## config.mk

```make
export PLATFORM = sky130hd
export DESIGN_NAME = binary_to_gray
export DESIGN_NICKNAME = d
export VERILOG_FILES = /design/src/rtl/gray_pkg.sv /design/src/rtl/gray_to_binary.sv /design/src/rtl/binary_to_gray.sv
export SDC_FILE = /design/constraint.sdc
export NUM_CORES = 1
export LEC_CHECK = 0
export CORE_AREA = 8 8 45 47
export CTS_BUF_LIST = sky130_fd_sc_hd__clkbuf_4
export DETAILED_ROUTE_END_ITERATION = 16
export DIE_AREA = 0 0 53 55
export PLACE_DENSITY = 0.55
export SLEW_MARGIN = 5
export SYNTH_ARGS = -nofsm -noshare
export SYNTH_HDL_FRONTEND = slang
export SYNTH_SLANG_ARGS = --single-unit
export TNS_END_PERCENT = 50
```

## constraint.sdc

```tcl
create_clock -name clk -period 3.2 [get_ports clk]
set_input_delay 0.48 -clock clk [delete_from_list [all_inputs] [get_ports clk]]
set_output_delay 0.48 -clock clk [all_outputs]
set_load 0.02 [all_outputs]
```

## src/rtl/gray_pkg.sv

```systemverilog
// Shared Gray-code helpers. Functions work on a 32-bit word; callers zero-extend
// narrower values and truncate results, which is exact for any width up to 32.
package gray_pkg;

    localparam int unsigned GRAY_MAX_W = 32;

    typedef logic [GRAY_MAX_W-1:0] word_t;

    function automatic word_t bin2gray(input word_t b);
        return b ^ (b >> 1);
    endfunction

    // Prefix XOR from the MSB down; zero-extended upper bits decode to zero.
    function automatic word_t gray2bin(input word_t g);
        word_t b;
        b = '0;
        b[GRAY_MAX_W-1] = g[GRAY_MAX_W-1];
        for (int unsigned i = GRAY_MAX_W - 1; i > 0; i--) begin
            b[i-1] = b[i] ^ g[i-1];
        end
        return b;
    endfunction

    function automatic logic [5:0] popcount(input word_t w);
        logic [5:0] cnt;
        cnt = '0;
        for (int unsigned i = 0; i < GRAY_MAX_W; i++) begin
            cnt = cnt + {5'b0, w[i]};
        end
        return cnt;
    endfunction

endpackage

```

## src/rtl/gray_to_binary.sv

```systemverilog
// Combinational Gray-to-binary decoder used for the round-trip self check.
module gray_to_binary
    import gray_pkg::*;
#(
    parameter int WIDTH = 4
) (
    input  logic [WIDTH-1:0] g,
    output logic [WIDTH-1:0] b
);

    assign b = WIDTH'(gray2bin(word_t'(g)));

endmodule

```

## src/rtl/binary_to_gray.sv

```systemverilog
// Binary-to-Gray converter with combinational and registered outputs, a
// single-bit-step flag and a sticky round-trip error flag.
module binary_to_gray
    import gray_pkg::*;
#(
    parameter int WIDTH = 4
) (
    input  logic             clk,
    input  logic             rst_n,
    input  logic [WIDTH-1:0] binary,
    output logic [WIDTH-1:0] gray,
    input  logic             in_valid,
    output logic [WIDTH-1:0] gray_q,
    output logic             out_valid,
    output logic             step_ok,
    output logic             rt_err
);

    logic [WIDTH-1:0] decoded;
    logic             one_step;

    assign gray = WIDTH'(bin2gray(word_t'(binary)));

    gray_to_binary #(.WIDTH(WIDTH)) u_dec (
        .g (gray),
        .b (decoded)
    );

    // Compared against the currently held capture, which is zero after reset.
    assign one_step = (popcount(word_t'(gray ^ gray_q)) == 6'd1);

    always_ff @(posedge clk) begin
        if (!rst_n) begin
            gray_q    <= '0;
            out_valid <= 1'b0;
            step_ok   <= 1'b0;
            rt_err    <= 1'b0;
        end else if (in_valid) begin
            gray_q    <= gray;
            out_valid <= 1'b1;
            step_ok   <= one_step;
            if (decoded != binary) begin
                rt_err <= 1'b1;
            end
        end else begin
            out_valid <= 1'b0;
        end
    end

endmodule

```

==> metrics.md <==
| Metric | Value |
|---|---|
| Port Buf Inserts | 17 |
| Clk sinks | 7 |
| Post-synth EDFFs | 0 |
| CTS Root Cell | clkbuf_4 |
| Area Overhead vs Synth | 53.5% |
| Die width | 53 um |
| Internal power | 0.000202 W |
| Final net count | 67 |
| Netlist cell types | 16 |
| Met1 Wirelength | 356 um |
| Htree depth | 1 |
| Fmax | 382 MHz |
| DIE AREA | 2920 um2 |
| CP Class | in -> reg |
| Skew final | 0.00534 ns |
| Reg power frac | 34.7% |
| CTS Buf Count | 3 |
| Ys async rst share | 0% |
| Startpoint Class | input port |
| DRT iter0 DRCs | 1 |
| Setup TNS Final | 0 ns |
| Slew HR | 77.7% |
| Syn Inst Count | 37 |
| Wire length on met3 | 60 um |
| Switching power | 0.0000831 W |
| Fin. Hold Viols | 0 |
| Chip height | 55 um |
| DP Area | 548 um2 |
| Final min period | 2.62 ns |
| Combinational fraction of design power | 33.8% |
| Layout fillers | 149 |
| Via count of the routed design | 299 |
| Starting Density | 27.2% |
| Slew Viols, Final | 0 |
| CTS tree | yes |
| Switching Share | 29.2% |
| # IOs | 18 |
| Overflow after GRT | 0 |
| Residual DRC | 0 |
| Synthesized flop and latch total | 7 |
| R2r startpoint | gray_q[0] |
| Maximum VDD drop | 0.000264 V |
| Status | completed |
| CTS Hold Bufs | 0 |
| Final cell area excluding filler cells | 578 um2 |
| Syn. warnings | 0 |
| Largest net degree at the start of global routing | 11 |
| Top cells by instance count after synthesis | dfxtp_1 (7), xnor2_1 (6), inv_1 (4) |
| Min-delay worst type | reg -> reg |
| Detailed Route WL | 821 um |
| Syn Nets | 47 |
| Drt first pass iters | 2 |
| Crit path required time | 3.35 ns |
| Vias per inst | 4.15 |
| Yosys top cell by area | dfxtp_1 |
| Synth Flop Type | dfxtp_1 |
| First-pass GRT wire length | 1.28 mm |
| Final setup violation count | 0 |
| WL per Instance | 11.4 um |
| Met2 wire length | 404 um |
| Worst R2R End | step_ok |
| Worst-skew pair later-pin latency | 0.25 ns |
| Number of instances resized during post-cts repair | 0 |
| Critical Path AT | 2.77 ns |
| Site Rows | 14 |
| WHS Endpoint | rt_err |
| Layout cell share with drive strength beyond 1 | 10.7% |
| Max clock buf depth | 2 |
| Sequential element share of the synthesized area | 37.2% |
| ANT cells | 0 |
| Hold Startpoint | rt_err |
| Clock slew at reported path FFs | 0.06 ns |
| Post-CTS setup buffers | 0 |
| GRT Overall Usage | 5.97% |
| Crit-path max FO | 2 |
| Avg Inst Size Synth | 10.2 um2 |
| CP endpoint kind | register |
| P per Cell Area | 493 nW/um2 |
| Max-Cap Viols | 0 |
| Netlist Area Pre-Place | 377 um2 |
| Highest metal used | met3 |
| R2R Setup Slk | 1.25 ns |
| Vias in the first global route | 295 |
| RSZ-0062 raised after global routing | no |
| Routed Antenna Nets | 0 |
| Routability Congestion | 0.616 |
| Most common cell in the netlist | dfxtp_1 |
| Final HPWL DP | 671 um |
| Reg2Reg Depth | 7 |
| LEAKAGE | 0.241 nW |
| Clock network power share | 31.5% |
| Largest cells by area after synthesis | dfxtp_1 (37%), xnor2_1 (14%), ha_1 (6.6%), fa_1 (5.3%), xnor2_2 (4.3%) |
| Post-synth top area share | 37.2% |
| Worst-margin pin slew | 0.334 ns |
| Core area | 1380 um2 |
| Period utilisation layout | 81.8% |
| Initial antenna violation count | 0 |
| Hold-critical path depth | 1 |
cells by family (layout without fill, tap and decap cells):
kind of cell	after synthesis	count (layout)	synth area share [%]
fa+ha+maj	3	3	12.0
mux	1	1	2.66
flops	7	7	37.2
compound gates	7	7	9.97
simple gates	5	5	9.97
xor+xnor	7	7	18.3
buf+inv	7	26	9.97
state kept, by name, summed over array words and instances (netlist names):
register	flops
gray_q	4
out_valid	1
step_ok	1
rt_err	1
layer usage:
layer / up-vias / GRT usage [%]
met2: 8 / 8.98
met5: - / 0
li1: 160 / -
met4: 0 / 2.59
met1: 131 / 7.04
met3: 0 / 2.94
stage by stage:
step	utilization [%]	hold WS [ns]	instances	setup slack (ns)	power, W
after detailed placement	39.6	0.446	68	0.304	0.000199
after floorplan	-	0.553	37	0.783	0.000160
after global placement	39.6	0.446	68	0.295	0.000199
after CTS	41.8	0.464	72	0.563	0.000292
final	41.8	0.457	72	0.582	0.000285
after global routing	41.8	0.483	72	0.467	0.000306
area by class of cell:
| cell class | count | area (um2) | share of cell area, % |
|---|---|---|---|
| multi-input combinational | 23 | 199 | 34.4 |
| timing repair buffer | 17 | 170 | 29.4 |
| sequential | 7 | 140 | 24.2 |
| clock buffer | 4 | 30.0 | 5.19 |
| tap | 16 | 20.0 | 3.46 |
| inverter | 5 | 18.8 | 3.25 |
how the worst max path moves through the flow:
stage | startpoint | to | slack (ns) | cells after the start
floorplan | binary[1] | step_ok | 0.78 | 9
detailed placement | binary[1] | step_ok | 0.30 | 10
global placement | binary[1] | step_ok | 0.29 | 10
CTS | binary[1] | step_ok | 0.56 | 10
global route | binary[1] | step_ok | 0.47 | 10
finish | binary[1] | step_ok | 0.58 | 10
power by group through the flow:
stage                     Sequential, W  Clock [W]  Combinational, W
after CTS                     0.0000989  0.0000939         0.0000990
after detailed placement       0.000101          0         0.0000988
final                         0.0000988  0.0000897         0.0000962
after floorplan                0.000109          0         0.0000514
after global routing          0.0000998  0.0000969          0.000109
after global placement         0.000100          0         0.0000983
cell usage in the layout, fill, tap and decap left out, drive strengths merged, types with 2 or more instances in the layout:
| cell | netlist | layout |
|---|---|---|
| clkdlybuf4s50 | 0 | 17 |
| dfxtp | 7 | 7 |
| xnor2 | 7 | 7 |
| clkbuf | 0 | 4 |
| nor2b | 2 | 2 |
| o21ai | 3 | 3 |
| a21oi | 3 | 3 |
| ha | 2 | 2 |
| inv | 5 | 5 |
| and2 | 2 | 2 |
critical path, stage by stage:
cell and delay, ns:
clkdlybuf4s50_1 0.45, xnor2_1 0.21, inv_1 0.09, xnor2_1 0.16, fa_1 0.54, inv_1 0.04
ha_1 0.19, ha_1 0.26, and4bb_1 0.17, o21a_1 0.18
No activity file was read; power rests on OpenSTA's default activity.
